==> config.mk <==
export PLATFORM = sky130hd
export DESIGN_NAME = readcode_burst_responder
export DESIGN_NICKNAME = d
export VERILOG_FILES = /design/src/rtl/readcode_burst_responder.sv
export SDC_FILE = /design/constraint.sdc
export NUM_CORES = 1
export LEC_CHECK = 0
export BUFFER_PORTS_ARGS = -buffer_cell sky130_fd_sc_hd__buf_2
export CAP_MARGIN = 20
export CORE_UTILIZATION = 50
export CTS_CLUSTER_SIZE = 12
export DETAILED_ROUTE_END_ITERATION = 7
export GPL_ROUTABILITY_DRIVEN = 0
export GPL_TIMING_DRIVEN = 0
export PLACE_DENSITY = 0.85
export SKIP_LAST_GASP = 1
export SLEW_MARGIN = 20
export SYNTH_ARGS = -nofsm -noshare
export SYNTH_HDL_FRONTEND = slang
export SYNTH_SLANG_ARGS = --single-unit
export TNS_END_PERCENT = 50
==> constraint.sdc <==
create_clock -name clk -period 5.1 [get_ports clk]
set_input_delay 0.255 -clock clk [delete_from_list [all_inputs] [get_ports clk]]
set_output_delay 0.255 -clock clk [all_outputs]
set_load 0.1 [all_outputs]
==> src/rtl/readcode_burst_responder.sv <==
// readcode_burst_responder: turns one icache readcode request into a single
// line-aligned Avalon-MM read burst and streams the dwords back one by one.
//
// Ports:
//   clk, reset                  clock, async active-high reset
//   readcode_do/_address        request level + code address (bits [1:0] ignored)
//   readcode_partial(_done)     returned dword + one-cycle strobe
//   readcode_done               pulses with the final dword
//   avm_*                       Avalon-MM burst read master
//
// Optional feature: define READCODE_TIMEOUT_EN to enable an idle-beat
// watchdog that pads a stalled burst with 32'hFFFF_FFFF dwords.
module readcode_burst_responder #(
  parameter int BURST_LEN      = 4,
  parameter int TIMEOUT_CYCLES = 255
) (
  input  logic        clk,
  input  logic        reset,
  input  logic        readcode_do,
  input  logic [31:0] readcode_address,
  output logic        readcode_done,
  output logic [31:0] readcode_partial,
  output logic        readcode_partial_done,
  output logic [29:0] avm_address,
  output logic        avm_read,
  output logic [3:0]  avm_burstcount,
  input  logic        avm_waitrequest,
  input  logic [31:0] avm_readdata,
  input  logic        avm_readdatavalid
);

  localparam int CW = $clog2(BURST_LEN) + 1;
  localparam logic [CW-1:0] LAST = CW'(BURST_LEN - 1);
  localparam logic [31:0] LINE_MASK = ~32'(BURST_LEN * 4 - 1);

  typedef enum logic [1:0] {
    IDLE,
    ISSUE,
    DATA,
    FLUSH
  } state_t;

  state_t        state;
  logic [CW-1:0] cnt;
  logic [31:0]   line_addr;
  logic          busy;
  logic          accept;
  logic          beat;

  assign line_addr      = readcode_address & LINE_MASK;
  assign busy           = (state == ISSUE) || (state == DATA);
  assign accept         = (state == ISSUE) && !avm_waitrequest;
  // Beats are counted from the accept cycle onward; IDLE beats are dropped.
  assign beat           = busy && avm_readdatavalid;
  assign avm_burstcount = 4'(BURST_LEN);

`ifdef READCODE_TIMEOUT_EN
  localparam int WW = $clog2(TIMEOUT_CYCLES + 1);
  logic [WW-1:0] wd;
  logic          expire;

  assign expire = busy && !accept && !beat &&
                  (wd == WW'(TIMEOUT_CYCLES - 1));
`endif

  always_ff @(posedge clk or posedge reset) begin
    if (reset) begin
      state                 <= IDLE;
      cnt                   <= '0;
      avm_read              <= 1'b0;
      avm_address           <= '0;
      readcode_done         <= 1'b0;
      readcode_partial_done <= 1'b0;
      readcode_partial      <= '0;
`ifdef READCODE_TIMEOUT_EN
      wd                    <= '0;
`endif
    end else begin
      readcode_done         <= 1'b0;
      readcode_partial_done <= 1'b0;

      unique case (state)
        IDLE: begin
          // A request still high during the done pulse is the old one.
          if (readcode_do && !readcode_done) begin
            avm_address <= 30'(line_addr >> 2);
            avm_read    <= 1'b1;
            cnt         <= '0;
            state       <= ISSUE;
          end
        end
        ISSUE: begin
          if (!avm_waitrequest) begin
            avm_read <= 1'b0;
            state    <= DATA;
          end
        end
        DATA: begin
        end
        FLUSH: begin
          readcode_partial      <= 32'hFFFF_FFFF;
          readcode_partial_done <= 1'b1;
          cnt                   <= cnt + 1'b1;
          if (cnt == LAST) begin
            readcode_done <= 1'b1;
            state         <= IDLE;
          end
        end
        default: state <= IDLE;
      endcase

      if (beat) begin
        readcode_partial      <= avm_readdata;
        readcode_partial_done <= 1'b1;
        cnt                   <= cnt + 1'b1;
        if (cnt == LAST) begin
          readcode_done <= 1'b1;
          state         <= IDLE;
        end
      end

`ifdef READCODE_TIMEOUT_EN
      if (!busy || accept || beat) wd <= '0;
      else                         wd <= wd + 1'b1;
      if (expire) begin
        avm_read <= 1'b0;
        state    <= FLUSH;
      end
`endif
    end
  end

endmodule

# Word-level counts from Yosys, hierarchy flattened
# Cells that the tools add are included.
op_classes:
  n_eq_ne: 7
  mux: 20
  bitwise: 0
  shift: 0
  addsub: 1
  div: 0
  n_reduce_logical: 11
  magnitude_cmp: 0
  mul: 0
ops:
  columns: ["operator", "count"]
  rows:
  - ["$mux 32", 2]
  - ["$mux 2", 5]
  - ["$mux 1", 8]
  - ["$mux 3", 2]
  - ["$pmux 2 s3", 1]
  - ["$pmux 3 s2", 1]
  - ["$eq 2x2->1 const B", 2]
  - ["$ne 2x2->1 const B", 2]
  - ["$reduce_and 2->1", 2]
  - ["$reduce_bool 2->1", 2]
  - ["$add 3x1->3 const B", 1]
  - ["$eq 3x2->1 const B", 1]
  - ["$ne 3x3->1 const B", 1]
  - ["$reduce_and 3->1", 1]
  - ["$reduce_bool 3->1", 1]
  - ["$eq 2x1->1 const B", 1]
  - ["$logic_and 1x1->1", 2]
  - ["$logic_not 2->1", 1]
  - ["$pmux 1 s2", 1]
  - ["$logic_not 1->1", 1]
  - ["$logic_or 1x1->1", 1]
word_totals:
  latchBits: 0
  rom_bits: 0
  mem_bits_rw: 0
  word_cells: 46
  inputBits: 69
  regBits: 68
  mem_count: 0
  output_inout_bits: 69

# Longest topological paths before layout
# Gate-level depths: netlist (run 1).
depth:
  ltp_word: 6
  mapped_depth: 8
  ltp_nobuf: 5

# Least setup slack after synthesis (run 1)
# No wires, ideal clock.
synth_timing:
  kind: "register -> register"
  start: "register readcode_done"
  end: "register avm_address[29]"
  slack_ps: 3283
  path_stages_with_launch: 4
  setup_time_ps: 125
  synth_period_minus_slack_ps: 1817
  path_buffers: 1
  arrival_time_ps: 1691
  required_time_ps: 4975
  cell_sequence: "dfrtp_1 > and3b_4 > buf_6 > mux2_2"
synth_between:
  elab_chain_cells: 3
synth_lines:
  columns: ["item", "line_no", "rtl"]
  rows:
  - ["start, declared", "21", "output logic readcode_done,"]
  - ["start signal, assigned", "72", "readcode_done <= 1'b0;"]
  - ["start signal, assigned", "79", "readcode_done <= 1'b0;"]
  - ["start signal, assigned", "105", "readcode_done <= 1'b1;"]
  - ["$logic_not 1->1", "85", "if (readcode_do && !readcode_done) begin"]
  - ["$logic_and 1x1->1", "85", null]
  - ["$reduce_and 2->1 (no line)", null, null]
  - ["end signal, assigned", "86", "avm_address <= 30'(line_addr >> 2);"]
  - ["end, declared", "24", "output logic [29:0] avm_address,"]
# Every way passes these cells.
# A chain may end at the register's enable or synchronous reset.

# Worst setup path after layout (run 1)
layout_timing:
  start: "register state[0]"
  end: "register cnt[1]"
layout_between:
  elab_chain_cells: 5
  elab_cells_between_ends: 11
  cone_classes: "eq/ne (4); mux (2); reduce/logical (5)"
layout_lines:
  columns: ["item", "line_no", "rtl"]
  rows:
  - ["start, declared", "43", "state_t state;"]
  - ["start signal, assigned", "68", "state <= IDLE;"]
  - ["start signal, assigned", "89", "state <= ISSUE;"]
  - ["start signal, assigned", "95", "state <= DATA;"]
  - ["$eq 2x1->1 / $eq 2x2->1 (equally long branches)", "51", "assign busy = (state == ISSUE) || (state == DATA);"]
  - ["$logic_or 1x1->1", "51", null]
  - ["$logic_and 1x1->1", "54", "assign beat = busy && avm_readdatavalid;"]
  - ["$ne 3x3->1 (no line) / $reduce_bool 3->1 (equally long branches)", null, null]
  - ["$reduce_and 2->1 (no line)", null, null]
  - ["end signal, assigned", "103", "cnt <= cnt + 1'b1;"]
  - ["end signal, assigned", "115", "cnt <= cnt + 1'b1;"]
  - ["end, declared", "44", "logic [CW-1:0] cnt;"]
# Several ways; a longest one is shown, not always the timed one.

==> results of run 1 <==
[cell families (layout without fill, tap and decap cells)]
kind of cell,count (synthesis),in the layout,share of synthesized area
compound gates,47,47,0.0964
fa+ha+maj,6,6,0.0260
buf+inv,31,176,0.0621
flops,68,68,0.590
mux,28,28,0.109
other cells,2,6,0.00261
simple gates,76,76,0.113
[worst max-delay path by stage]
| stage | end | slack [ps] | depth (start not counted) |
|---|---|---|---|
| 2_1_floorplan | avm_address[10]$_DFFE_PP0P_ | 3130 | 1 |
| 3_3_place_gp | readcode_partial[3]$_DFFE_PP0P_ | 2410 | 2 |
| 3_5_place_dp | avm_address[14]$_DFFE_PP0P_ | 3390 | 5 |
| 4_1_cts | cnt[1]$_DFFE_PP0P_ | 3320 | 7 |
| 5_1_grt | cnt[2]$_DFFE_PP0P_ | 3210 | 7 |
| 6_report | cnt[1]$_DFFE_PP0P_ | 3330 | 7 |
[per-layer routing]
| layer | up-vias | global-route usage |
|---|---|---|
| met5 | - | 0 |
| met4 | 0 | 0.100 |
| met3 | 12 | 0.0447 |
| met2 | 89 | 0.380 |
| met1 | 1106 | 0.280 |
| li1 | 1131 | - |
[per-stage QoR]
step / util / instance area [um2] / std cells
global placement: 0.654 / 3620 / 461
detailed placement: 0.659 / 3650 / 462
CTS: 0.694 / 3850 / 479
global route: 0.694 / 3850 / 479
finish: 0.694 / 3850 / 479
floorplan: - / 2900 / 262
[cell usage in the layout (no fill, tap or decap)]
master	instances
mux2_2	26
buf_16	1
a221oi_1	1
clkbuf_8	9
buf_4	6
a211oi_1	2
mux2_1	2
a31oi_1	2
o22ai_1	1
a21oi_1	2
clkinvlp_4	1
or2b_1	1
o31a_1	1
dlygate4sd3_1	1
buf_6	5
inv_4	1
and3b_4	1
nand4b_1	1
buf_2	129
inv_1	9
o211a_1	1
a211o_1	1
dfrtp_1	68
ha_1	6
o21ai_0	33
and2_1	2
clkinv_2	3
nor2b_1	2
nor3_2	1
nand2_1	32
o2bb2ai_1	2
or2_2	2
a311oi_2	1
bufinv_16	1
nor2_1	33
clkbuf_1	9
conb_1	6
nand2b_1	1
buf_1	1
[repair_timing]
action,CTS,global route
setup buffers,0,0
endpoints found under the hold margin,20,0
hold buffers,1,0
[final cells by class]
cell class | instances | area share
Multi-Input combinational cell | 163 | 0.264
Clock inverter | 5 | 0.0137
Tap cell | 72 | 0.0234
Clock buffer | 11 | 0.0341
Buffer | 21 | 0.0367
Timing Repair Buffer | 129 | 0.175
Inverter | 10 | 0.0104
Sequential cell | 68 | 0.442
[worst max-delay path: cells and delay by family, from the launching register on]
| kind | cells | cell delay (ps) |
|---|---|---|
| fa+ha+maj | 1 | 280 |
| compound gates | 2 | 440 |
| flops | 1 | 410 |
| buf+inv | 3 | 360 |
| simple gates | 1 | 160 |
[registers in the layout (all words and copies together) (netlist names)]
register               cells
readcode_partial          32
cnt                        3
avm_address               28
readcode_done              1
readcode_partial_done      1
avm_read                   1
state                      2
==> run metrics, run 1 <==
status finished, final reports clean; routed length on met3 381 um; minimum clock period approximately 1800 ps; largest net degree at the start of global routing 49; max-slew violation count 0; Post-Syn Instances 258; post-synth top area share 0.590; GRT Residual Overflow 0; multi-input logic area 0.00102 mm2; DRT Pass-1 Iters 4; row count 27; # IOs about 140; area delta synth->final 33.5%; Slowest-stage cell, CP dfrtp_1; Die Y 77.9 um; Setup WS pre-CTS around 3400 ps; critical setup path kind reg -> reg; DR vias approximately 2300; Mapped Area a little under 0.003 mm2; number of flops mapped to enable cells by yosys 0; core box area approximately 0.0055 mm2; die area 0.00607 mm2; post_cts resized 0; hold path depth 3; first-pass GRT wire length 10500 um; CTS clk-pin slew, worst paths 70 ps; Critical R2R Launch state[0]$_DFF_PP0_; final setup skew between 4 and 5 ps; Die X 77.9 um; TNS Setup 0 ps; Fmax between 500 and 600 MHz; clock latency on the worst-skew pair ~330 ps; wl on met1 around 2600 um; worst-path cell chain inv_1, ha_1, and2_1, buf_6, buf_6, a311oi_2, o2bb2ai_1; Worst Path Arrival 1970 ps; Seq. cell area between 0.0015 and 0.002 mm2; syn avg cell area about 11 um2; Crit path required time roughly 5300 ps; CTS Sinks a little under 70; Initial Util 0.520; top layer in use met4; met2 wire length 3240 um; Worst Hold Launch avm_readdata[10]; CP startpoint state[0]$_DFF_PP0_; largest area contributor in the netlist dfrtp_1; Crit path largest cell delay 410 ps; Post-synth ARST share 1.00; Final ANT Viol Nets 0; type of origin of the critical path register; final wirelength around 6400 um; most used cell, CP buf_6; count of different cell masters after synthesis 32; CTS tree built; RSZ-0062 raised after global routing no; Port Buffers ~130; H-tree depth 3; R2R Path End cnt[1]$_DFFE_PP0P_; sequential fraction of the synthesis area 0.590; Final setup violation count 0; setup slack, reg-to-reg roughly 3300 ps; All-Layer GR Usage 0.225; n_diodes 0; Hold Path End readcode_partial[10]$_DFFE_PP0P_; DR DRC count 0; clock buffer depth 2; HP Class in -> reg; fraction of final layout cells sized beyond drive strength 1 0.459; commonest cells in the synthesized netlist dfrtp_1 (68), nor2_1 (33), o21ai_0 (33); Iteration-0 DRC Markers 90; Tcrit/Tclk final 0.347; hpwl dp between 4000 and 5000 um; Area contributors post-synth dfrtp_1 (59%), mux2_2 (10%), o21ai_0 (5.7%), nor2_1 (4.3%), nand2_1 (4.2%); DR WL/cell ~13 um; YS warnings 0; Yosys reg bits 68; vias in the first global route 2254; initial antenna violation count 0; count leader, synth dfrtp_1; max_cap viols 0; vias per std cell 4.88; Critical Path Sink Type register; final worst slack around 3300 ps; Most used DFF post-synth dfrtp_1; CTS root buf clkbuf_8; layout filler cell count around 440; Max FO, Critical Path 10; Hold WS ~130 ps; Hold Fails Final Rpt 0; fin nets 477; worst reg2reg path depth 7; number of buffers created by CTS 9
Power of run 1 is not shown: default switching activity piles up to over one toggle a cycle in this logic, so the estimate is an artifact.
==> run 2: changes to the inputs <==
--- a/config.mk
+++ b/config.mk
@@ -7,12 +7,12 @@
 export LEC_CHECK = 0
 export BUFFER_PORTS_ARGS = -buffer_cell sky130_fd_sc_hd__buf_2
 export CAP_MARGIN = 20
-export CORE_UTILIZATION = 50
+export CORE_UTILIZATION = 46
 export CTS_CLUSTER_SIZE = 12
 export DETAILED_ROUTE_END_ITERATION = 7
 export GPL_ROUTABILITY_DRIVEN = 0
 export GPL_TIMING_DRIVEN = 0
-export PLACE_DENSITY = 0.85
+export PLACE_DENSITY = 0.8
 export SKIP_LAST_GASP = 1
 export SLEW_MARGIN = 20
 export SYNTH_ARGS = -nofsm -noshare
==> constraint.sdc (replaced) <==
create_clock -name clk -period 1.7 [get_ports clk]
set_input_delay 0.085 -clock clk [delete_from_list [all_inputs] [get_ports clk]]
set_output_delay 0.085 -clock clk [all_outputs]
set_load 0.1 [all_outputs]
==> run metrics, run 2 (synthesis gave the netlist of run 1 again) <==
status finished, final reports clean; clock latency on the worst-skew pair 340 ps (about the same); vias in the first global route 2607 (+16%); row count 28 (+3.7%); clock buffer depth 2 (unchanged); Max FO, Critical Path 10 (unchanged); commonest cells after routing, fill and taps aside buf_2 (128), dfrtp_1 (68), dlygate4sd3_1 (61); Worst Path Arrival 1850 ps (-120 ps); CTS tree built; DR DRC count 0 (unchanged); R2R Path End cnt[2]$_DFFE_PP0P_; Largest Register readcode_partial; commonest non-fill, non-tap cell in the layout buf_2; Critical Path Sink Type register; Tcrit/Tclk final 0.962 (+0.616); area delta synth->final 57.6%; GRT Residual Overflow 0 (unchanged); critical setup path kind reg -> reg; hpwl dp 4660 um (+0.18%); fraction of final layout cells sized beyond drive strength 1 0.419 (-0.0403); CTS Sinks 68 (unchanged); All-Layer GR Usage 0.250 (+0.0255); DR WL/cell 14.4 um (+8.2%); DR vias 2652 (+13%); Largest register FFs 32 (unchanged); Port Buffers 127 (unchanged); Iteration-0 DRC Markers 111 (+23%); final setup skew 5.78 ps (+1.60 ps); Seq. cell area 0.00170 mm2 (unchanged); die area 0.00659 mm2 (+8.5%); setup slack, reg-to-reg 60 ps (-3270 ps); Die Y 81.2 um (+4.2%); max_cap viols 0 (unchanged); Hold Fails Final Rpt 0 (unchanged); n_diodes 0 (unchanged); Setup WS pre-CTS -23.0 ps (-3410 ps); Die X 81.2 um (+4.2%); CP startpoint state[0]$_DFF_PP0_; layout filler cell count 418 (-5.9%); largest registers readcode_partial x32, avm_address x28, cnt x3; minimum clock period 1640 ps (-132 ps); Initial Util 0.481 (-0.0391); max-slew violation count 0 (unchanged); final wirelength 7860 um (+23%); DRT Pass-1 Iters 4 (unchanged); Fmax 611 MHz (+8.1%); Crit path required time 1920 ps (-3380 ps); initial antenna violation count 0 (unchanged); RSZ-0062 raised after global routing yes; CTS clk-pin slew, worst paths 70 ps (about the same); H-tree depth 3 (unchanged); worst reg2reg path depth 6 (-1); final worst slack 64.0 ps (-3270 ps); core box area 0.00599 mm2 (+8.1%); vias per std cell 4.87 (-0.31%); fin nets 540 (+13%); largest net degree at the start of global routing 36 (-27%); CTS root buf clkbuf_8; # IOs 138 (unchanged); Final ANT Viol Nets 0 (unchanged); Hold WS 86.4 ps (-42.1 ps); first-pass GRT wire length 12100 um (+15%); type of origin of the critical path register; number of buffers created by CTS 9 (unchanged); Critical R2R Launch state[0]$_DFF_PP0_; worst setup path endpoint cnt[2]$_DFFE_PP0P_; multi-input logic area 0.00106 mm2 (+3.8%); Final setup violation count 0 (unchanged); HP Class in -> reg
run 2: cell count changes in the layout (fill, tap and decap cells not counted), sizes merged:
cell / previous run / this run
dlygate4sd3: 1 / 61
clkbuf: 18 / 23
clkinv: 3 / 0
buf: 142 / 144
inv: 10 / 9
run 2: metrics by stage:
stage	cell area, um2	utilization	setup TNS [ps]	cells
3_3_place_gp	3630	0.606	0	464
4_1_cts	4480	0.748	0	544
5_1_grt	4540	0.758	-19.5	545
3_5_place_dp	3670	0.613	-175	466
6_report	4540	0.758	0	545
2_1_floorplan	2900	-	-3410	262
run 2: repair_timing:
item	in CTS	in global routing
gates cloned	0	0
hold buffers	60	1
hold endpoints to repair	92	1
resized for setup	0	17
setup endpoints to repair	31	48
pin swaps	0	2
buffers inserted	2	0
run 2: metal layers:
| metal | vias up | GRT usage | share of wire |
|---|---|---|---|
| met5 | - | 0 | 0 |
| met1 | 1275 | 0.279 | 0.39 |
| met2 | 95 | 0.436 | 0.52 |
| met4 | 0 | 0.141 | 0.034 |
| met3 | 22 | 0.0607 | 0.053 |
| li1 | 1260 | - | - |
run 2: area by class of cell:
cell class / count / share of cell area
clock inverter: 1 / 0.00661
buffer: 21 / 0.0336
multi-input combinational: 163 / 0.232
timing repair buffer: 192 / 0.286
inverter: 10 / 0.00909
sequential: 68 / 0.375
tap: 75 / 0.0207
clock buffer: 15 / 0.0366
run 2: how the worst min path moves through the flow:
stage | to | slack [ps] | cells after the start | start
after floorplan | readcode_partial[0]$_DFFE_PP0P_ | 200 | 2 | avm_readdata[0]
after global placement | readcode_partial[6]$_DFFE_PP0P_ | 280 | 3 | avm_readdata[6]
after detailed placement | avm_address[20]$_DFFE_PP0P_ | 140 | 3 | reset
after CTS | avm_address[6]$_DFFE_PP0P_ | 0.9 | 2 | readcode_address[8]
after global routing | avm_read$_DFFE_PP0P_ | 130 | 3 | avm_waitrequest
final | avm_read$_DFFE_PP0P_ | 90 | 3 | avm_waitrequest
run 2: critical path, cell delays in order (launching register included):
cell and delay (ps):
dfrtp_1 400, buf_4 150, ha_1 190, buf_6 140, nor2b_2 180, a311oi_4 330
o2bb2ai_2 110
Power of run 2 is left out for the same reason.
